File: src/rtl/elpis_mem_pkg.sv
// Shared types and sizing helpers for the Elpis line memory controller.
// Optional byte-mask support in line_mem_ctrl is enabled by defining MEM_BYTE_MASK_EN.
package elpis_mem_pkg;

    localparam int DEF_LINE_W      = 128;
    localparam int DEF_WORD_W      = 32;
    localparam int DEF_ADDR_W      = 20;
    localparam int DEF_SRAM_ADDR_W = 11;

    typedef enum logic [2:0] {
        ST_IDLE  = 3'd0,
        ST_WRITE = 3'd1,
        ST_READ  = 3'd2,
        ST_DRAIN = 3'd3,
        ST_RESP  = 3'd4
    } state_t;

    function automatic int calc_beats(input int line_w, input int word_w);
        return line_w / word_w;
    endfunction

    // One extra bit so the counter can represent BEATS itself.
    function automatic int calc_beat_cnt_w(input int beats);
        return $clog2(beats) + 1;
    endfunction

    function automatic int calc_idx_w(input int beats);
        return (beats > 1) ? $clog2(beats) : 1;
    endfunction

endpackage

File: src/rtl/line_beat_assembler.sv
// Beat-indexed capture register: builds a line from individual SRAM words.
// Words that are not written keep their previous contents.
module line_beat_assembler #(
    parameter int LINE_W = 128,
    parameter int WORD_W = 32,
    parameter int IDX_W  = 2
) (
    input  logic              clk,
    input  logic              reset,
    input  logic              we,
    input  logic [IDX_W-1:0]  idx,
    input  logic [WORD_W-1:0] din,
    output logic [LINE_W-1:0] line
);

    localparam int BEATS = LINE_W / WORD_W;

    logic [BEATS-1:0][WORD_W-1:0] words;

    always_ff @(posedge clk) begin
        if (reset) begin
            words <= '0;
        end else if (we) begin
            words[idx] <= din;
        end
    end

    assign line = words;

endmodule

File: src/rtl/line_mem_ctrl.sv
// Multi-beat line controller between the cache/core side and one single-port SRAM.
// Define MEM_BYTE_MASK_EN to add per-byte write masks (req_wmask / sram_wmask).
module line_mem_ctrl
    import elpis_mem_pkg::*;
#(
    parameter int LINE_W      = DEF_LINE_W,
    parameter int WORD_W      = DEF_WORD_W,
    parameter int ADDR_W      = DEF_ADDR_W,
    parameter int SRAM_ADDR_W = DEF_SRAM_ADDR_W
) (
    input  logic                   clk,
    input  logic                   reset,
    input  logic                   req_valid,
    output logic                   req_ready,
    input  logic                   req_we,
    input  logic [ADDR_W-1:0]      req_addr,
    input  logic [LINE_W-1:0]      req_wdata,
`ifdef MEM_BYTE_MASK_EN
    input  logic [LINE_W/8-1:0]    req_wmask,
    output logic [WORD_W/8-1:0]    sram_wmask,
`endif
    input  logic                   abort,
    output logic                   rsp_valid,
    output logic [LINE_W-1:0]      rd_data,
    input  logic                   ld_en,
    input  logic [ADDR_W-1:0]      ld_addr,
    input  logic [WORD_W-1:0]      ld_data,
    output logic                   sram_csb,
    output logic                   sram_web,
    output logic [SRAM_ADDR_W-1:0] sram_addr,
    output logic [WORD_W-1:0]      sram_din,
    input  logic [WORD_W-1:0]      sram_dout
);

    localparam int BEATS      = calc_beats(LINE_W, WORD_W);
    localparam int BEAT_CNT_W = calc_beat_cnt_w(BEATS);
    localparam int IDX_W      = calc_idx_w(BEATS);

    state_t                       state;
    logic [BEAT_CNT_W-1:0]        beat_cnt;
    logic [ADDR_W-1:0]            lat_addr;
    logic [BEATS-1:0][WORD_W-1:0] lat_wdata;
`ifdef MEM_BYTE_MASK_EN
    logic [BEATS-1:0][WORD_W/8-1:0] lat_wmask;
`endif
    logic                         rd_pending;
    logic [IDX_W-1:0]             cap_idx;

    logic [IDX_W-1:0]             beat_idx;
    logic                         last_beat;
    logic [ADDR_W-1:0]            beat_addr;
    logic                         fsm_issue;
    logic                         capture_en;
    logic                         unused_addr_bits;

    assign beat_idx  = beat_cnt[IDX_W-1:0];
    assign last_beat = (beat_cnt == BEAT_CNT_W'(BEATS - 1));
    assign beat_addr = lat_addr + ADDR_W'(beat_cnt);
    assign fsm_issue = ((state == ST_WRITE) || (state == ST_READ)) && !ld_en && !abort && !reset;
    assign capture_en = rd_pending && !abort && !reset;

    assign unused_addr_bits = ^{beat_addr[ADDR_W-1:SRAM_ADDR_W], ld_addr[ADDR_W-1:SRAM_ADDR_W]};

    assign req_ready = !reset && (state == ST_IDLE) && !ld_en && !abort;
    assign rsp_valid = !reset && (state == ST_RESP) && !abort;

    // SRAM port mux: the loader always wins, otherwise the current beat is issued.
    always_comb begin
        sram_csb  = 1'b1;
        sram_web  = 1'b1;
        sram_addr = '0;
        sram_din  = '0;
`ifdef MEM_BYTE_MASK_EN
        sram_wmask = '0;
`endif
        if (!reset && ld_en) begin
            sram_csb  = 1'b0;
            sram_web  = 1'b0;
            sram_addr = ld_addr[SRAM_ADDR_W-1:0];
            sram_din  = ld_data;
`ifdef MEM_BYTE_MASK_EN
            sram_wmask = '1;
`endif
        end else if (fsm_issue) begin
            sram_csb  = 1'b0;
            sram_addr = beat_addr[SRAM_ADDR_W-1:0];
            if (state == ST_WRITE) begin
                sram_din = lat_wdata[beat_idx];
`ifdef MEM_BYTE_MASK_EN
                sram_wmask = lat_wmask[beat_idx];
                sram_web   = (lat_wmask[beat_idx] == '0);
`else
                sram_web   = 1'b0;
`endif
            end
        end
    end

    // Sequencer: beat counter holds while the loader owns the port.
    always_ff @(posedge clk) begin
        if (reset) begin
            state      <= ST_IDLE;
            beat_cnt   <= '0;
            rd_pending <= 1'b0;
            cap_idx    <= '0;
            lat_addr   <= '0;
            lat_wdata  <= '0;
`ifdef MEM_BYTE_MASK_EN
            lat_wmask  <= '0;
`endif
        end else if (abort) begin
            state      <= ST_IDLE;
            beat_cnt   <= '0;
            rd_pending <= 1'b0;
        end else begin
            rd_pending <= 1'b0;
            unique case (state)
                ST_IDLE: begin
                    if (req_valid && !ld_en) begin
                        lat_addr  <= req_addr;
                        lat_wdata <= req_wdata;
`ifdef MEM_BYTE_MASK_EN
                        lat_wmask <= req_wmask;
`endif
                        beat_cnt  <= '0;
                        state     <= req_we ? ST_WRITE : ST_READ;
                    end
                end
                ST_WRITE: begin
                    if (!ld_en) begin
                        if (last_beat) begin
                            beat_cnt <= '0;
                            state    <= ST_RESP;
                        end else begin
                            beat_cnt <= beat_cnt + 1'b1;
                        end
                    end
                end
                ST_READ: begin
                    if (!ld_en) begin
                        rd_pending <= 1'b1;
                        cap_idx    <= beat_idx;
                        if (last_beat) begin
                            beat_cnt <= '0;
                            state    <= ST_DRAIN;
                        end else begin
                            beat_cnt <= beat_cnt + 1'b1;
                        end
                    end
                end
                ST_DRAIN: begin
                    if (!ld_en) begin
                        state <= ST_RESP;
                    end
                end
                ST_RESP: begin
                    state <= ST_IDLE;
                end
                default: begin
                    state <= ST_IDLE;
                end
            endcase
        end
    end

    line_beat_assembler #(
        .LINE_W (LINE_W),
        .WORD_W (WORD_W),
        .IDX_W  (IDX_W)
    ) u_assembler (
        .clk   (clk),
        .reset (reset),
        .we    (capture_en),
        .idx   (cap_idx),
        .din   (sram_dout),
        .line  (rd_data)
    );

endmodule

File: config.mk
export PLATFORM = sky130hd
export DESIGN_NAME = line_mem_ctrl
export DESIGN_NICKNAME = d
export VERILOG_FILES = /design/src/rtl/elpis_mem_pkg.sv /design/src/rtl/line_beat_assembler.sv /design/src/rtl/line_mem_ctrl.sv
export SDC_FILE = /design/constraint.sdc
export NUM_CORES = 1
export LEC_CHECK = 0
export ABC_AREA = 1
export BUFFER_PORTS_ARGS = -buffer_cell sky130_fd_sc_hd__buf_2
export CORE_MARGIN = 5
export CORE_UTILIZATION = 25
export DETAILED_ROUTE_END_ITERATION = 10
export HOLD_SLACK_MARGIN = 0.06
export PLACE_DENSITY = 0.51
export SLEW_MARGIN = 30
export SYNTH_ARGS = -nofsm -noshare
export SYNTH_HDL_FRONTEND = slang
export SYNTH_SLANG_ARGS = --single-unit
File: constraint.sdc
create_clock -name clk -period 1.7 [get_ports clk]
set_clock_uncertainty 0.05 [all_clocks]
set_input_delay 0.255 -clock clk [delete_from_list [all_inputs] [get_ports clk]]
set_output_delay 0.255 -clock clk [all_outputs]
set_load 0.02 [all_outputs]
======== Yosys cells after proc, flatten, opt, wreduce, memory -nomap -nowiden ========
Index checks and enable logic that the tools add are counted.
word-level totals
  register bits after elaboration ......... 276
  input port bits ......................... 238
cells by class
  muxes and demuxes ....................... 28
  reduce and logical (&&, ||, !) cells .... 26
  equality and inequality tests ........... 12
  $add $sub $neg .......................... 2
  bitwise logic cells ..................... 3
  order comparisons ....................... 3
operators by type and width
  kind                   number
  $mux W32               5
  $bwmux W128            1
  $bmux W32 S2           1
  $demux W32 S2          1
  $mux W3                9
  $mux W11               2
  $logic_and A1 B1 Y1    13
  $ne A2 B2 Y1 const B   6
  $pmux W3 S4            1
  $add A11 B3 Y11        1
  $eq A3 B2 Y1 const B   3
  $reduce_and A3 Y1      3
  $lt A2 B3 Y1 const B   2
  $mux W1                6
  $pmux W3 S2            1
  $reduce_and A6 Y1      1
  $reduce_or A2 Y1       2
  $add A3 B1 Y3 const B  1
  $eq A3 B1 Y1 const B   1
  $eq A3 B3 Y1 const B   1
  $logic_not A1 Y1       3
  $logic_not A3 Y1       1
  $not A1 Y1             3
  $reduce_or A3 Y1       1
  other kinds (5)        5

======== Logic depth before layout (Yosys ltp) ========
  depth after elaboration ................. 7
  depth in mapped cells ................... 10
  depth with buffers taken out ............ 10

======== Modules after synthesis ========
A second synthesis with hierarchy kept.
unflattened totals
  cell total of the unflattened synthesis .. 1,836
  area total of the unflattened synthesis .. 12,544.5 µm²
modules (own cells, without submodules)
  module               area an instance (µm²)  times used  cells each
  line_mem_ctrl        7,247.0                 1           1,016
  line_beat_assembler  5,297.6                 1           820

======== Least setup slack after synthesis ========
OpenSTA, ideal clock, no wires.
  path kind ............................... reg2out
  start ................................... register beat_cnt[0]
  end ..................................... output port sram_addr[10]
  arrival ................................. 1.821 ns
  buffers on the path ..................... 0
  stages on the path, launching flop included .. 10
  path slack .............................. -0.426 ns
  path through ............................ dfxtp_1 ha_1 fa_1 nand2_1 nand2_1 nand2_1 inv_1 nand2_1 nor2_1 o21ai_0
between the ends
  longest elaborated chain between the ends .. 3
ends and longest elaborated chain
  what                    RTL line              source
  from (decl)             line_mem_ctrl.sv:40   logic [BEAT_CNT_W-1:0] beat_cnt;
  from (signal assigned)  line_mem_ctrl.sv:135  beat_cnt <= beat_cnt + 1'b1;
  from (signal assigned)  line_mem_ctrl.sv:147  beat_cnt <= beat_cnt + 1'b1;
  $add A11 B3 Y11         line_mem_ctrl.sv:58   assign beat_addr = lat_addr + ADDR_W'(beat_cnt);
  $mux W11                line_mem_ctrl.sv:84   end else if (fsm_issue) begin
  $mux W11                line_mem_ctrl.sv:76   if (!reset && ld_en) begin
  to (decl)               line_mem_ctrl.sv:30   output logic [SRAM_ADDR_W-1:0] sram_addr,
No other way between the ends.

======== Worst setup path in the final report ========
Ends and elaborated chain as after synthesis.

==> metrics.txt <==
Synth area leader dfxtp_1; Net Count, Synth about 1,800; failing checks negative setup slack; Yosys reg bits 276; GP Congestion between 0.8 and 0.9; die span in x 224 microns; Pre-Repair DR Iteration Count 5; CP endpoint kind primary output; share of layout cells above drive strength 1 29.5%; Setup violations, final 52; CTS tree built; critical path's most frequent cell nand2_2; Core Rows about 80; placed inst area approximately 0.014 sq mm; drt via density 4.55; Port Buf Inserts just under 400; first-pass GRT wire length between 60 and 70 mm; Die Span Y around 220 microns; DP HPWL around 30 mm; Gate Count Post-Synth 1,568; Post-synth top cells o21ai_0 (298), dfxtp_1 (276), a21oi_1 (272); Max Fclk 428 MHz; Slew @ Worst Pin between 0.4 and 0.5 ns; H-tree Lvls 2; Final WS setup -0.639 ns; crit path DAT slightly above 2 ns; total power 16.7 mW; final hold vios 0; num ports between 400 and 500; CORE AREA around 0.045 sq mm; Yosys Warn Count 0; EDFF count, synth 0; DRT iter0 DRCs between 600 and 700; clk slew on worst S/H paths about 0.050 ns; via count around 13,000; Synth top area share roughly half; Yosys cell types 27; grt total ovfl 0; Tmin final around 2.3 ns; status finished, violations left; r2r setup slk -0.25 ns; Pwr per Cell Area 911 mW/mm^2; full die area approximately 0.05 sq mm; nets roughly 2,400; ranking of synthesized cells by area dfxtp_1 (48%), o21ai_0 (13%), a21oi_1 (12%); Worst-Skew Late Latency around 0.51 ns; Post-synth ARST share 0%; Residual DRC 0; Slew headroom 71.0%; Worst Hold Class in -> reg; crit-path max FO 3; Routed WL roughly 45 mm; part of the Yosys area used for sequential elements about half; worst-path cell chain ha_4 -> fa_2 -> nand2_2 -> nand2_2 -> nand2_2 -> inv_2 -> nand2_2 -> nand2_1 -> nand2_1 -> o21ai_2 -> buf_6; CTS sink cnt around 280; post-route cell area ~0.018 sq mm; max cap viols 0; slowest stage delay, CP approximately 0.35 ns; most frequent cell after synthesis o21ai_0; fillers between 4,000 and 5,000; Worst path slowest cell dfxtp_4; Mapped Area approximately 0.011 sq mm; initial antenna violation count 8; most used flip-flop cell after synthesis dfxtp_1; period utilization 138%; ANT nets after route 0; WP data required around 1.4 ns; GRT Total Usage 17.2%; CTS max path bufs 3; Slew Viols, Final 0; CTS root buf clkbuf_16; total CTS buffers 34; P&R area growth vs syn 60.6%; pin count of the biggest net entering global routing a little over 80; Worst Setup Start Kind flip-flop; Worst VDD drop around 700 uV; critical path class reg -> out; Syn Area/Cell 7.28 sq um; Initial Util between 20% and 30%; Wirelength per Cell roughly 16 microns; leakage power figure 8.04 nW; unrepaired setup endpoints after global routing true; vias in the first global route 12,657
-- final cells by class --
cell class / count / area (sq um) / area share, %
antenna: 4 / 10.0 / 0.0546
clock buffer: 48 / 1040 / 5.67
clock inverter: 10 / 156 / 0.854
inverter: 227 / 871 / 4.75
multi-input combinational: 953 / 4910 / 26.8
sequential: 276 / 5550 / 30.3
tap: 600 / 751 / 4.10
timing repair buffer: 656 / 5030 / 27.5
-- path summary, 6_finish.rpt --
path,from,endpoint,cells after the start
min,req_wdata[94],lat_wdata[94],3
max reg2reg,beat_cnt[0],state[1],9
min reg2reg,u_assembler.line[115],u_assembler.line[115],2
max,beat_cnt[0],sram_addr[10],11
-- cell usage in the layout, fill, tap and decap left out, types with 39 or more instances in the layout --
| cell type | netlist | routed |
|---|---|---|
| dfxtp_1 | 276 | 268 |
| o21ai_0 | 298 | 259 |
| o21ai_1 | 45 | 75 |
| clkbuf_16 | 0 | 39 |
| dlygate4sd3_1 | 0 | 171 |
| buf_6 | 0 | 40 |
| buf_2 | 38 | 358 |
| buf_4 | 4 | 58 |
| a21oi_1 | 272 | 248 |
| inv_1 | 221 | 216 |
| nand2_1 | 121 | 102 |
| nor2_1 | 149 | 146 |
-- kinds of logic (layout without fill, tap and decap cells) --
group	after synthesis	in the layout	share of synthesized area, %
adders and majority gates	5	5	0.614
AOI/OAI and AO/OA	615	615	27.0
DFF	276	276	48.4
buffers and inverters	339	941	11.7
other	0	4	0
and+or+nand+nor	333	333	12.2
-- power by group --
group	internal (mW)	switching, mW
registers	6.69	0.103
logic	1.06	1.15
clock network	4.86	2.83
total	12.6	4.08
-- sequential cells by signal, summed over array words and instances (netlist names) --
name	count
u_assembler.line	128
beat_cnt	3
state	3
cap_idx	2
lat_wdata	128
rd_pending	1
lat_addr	11
-- metal layers --
layer	routed length, microns	global-route usage (%)
met1	19000	21.0
met2	21500	29.3
met3	3490	4.67
met4	1430	6.36
met5	49	0
-- worst max-delay path, delay by kind of cell, from the launching register on --
| family | cells | cell delay, ns |
|---|---|---|
| AOI/OAI and AO/OA | 1 | 0.07 |
| DFF | 1 | 0.35 |
| and+or+nand+nor | 6 | 0.43 |
| buffers and inverters | 2 | 0.18 |
| adders and majority gates | 2 | 0.49 |
-- metrics by stage --
| step | std cells | hold WS (ns) | worst slack, ns | util (%) | setup TNS (ns) |
|---|---|---|---|---|---|
| 6_report | 2774 | 0.0642 | -0.639 | 40.5 | -24.45 |
| 5_1_grt | 2773 | 0.0837 | -0.742 | 40.5 | -30.09 |
| 4_1_cts | 2763 | 0.0625 | -0.681 | 39.8 | -27.73 |
| 3_5_place_dp | 2517 | 0.381 | -0.218 | 31.9 | -4.31 |
| 3_3_place_gp | 2517 | 0.378 | -0.226 | 31.9 | -3.20 |
| 2_1_floorplan | 1568 | 0.277 | -0.0454 | - | -0.0608 |
-- timing repair --
action | CTS | global route
pin swaps | 25 | 33
gates cloned | 6 | 1
hold endpoints to repair | 264 | 0
resized for setup | 143 | 80
setup endpoints to repair | 52 | 95
buffers inserted | 12 | 10
hold buffers | 171 | 0
(Power assumes the default switching activity.)
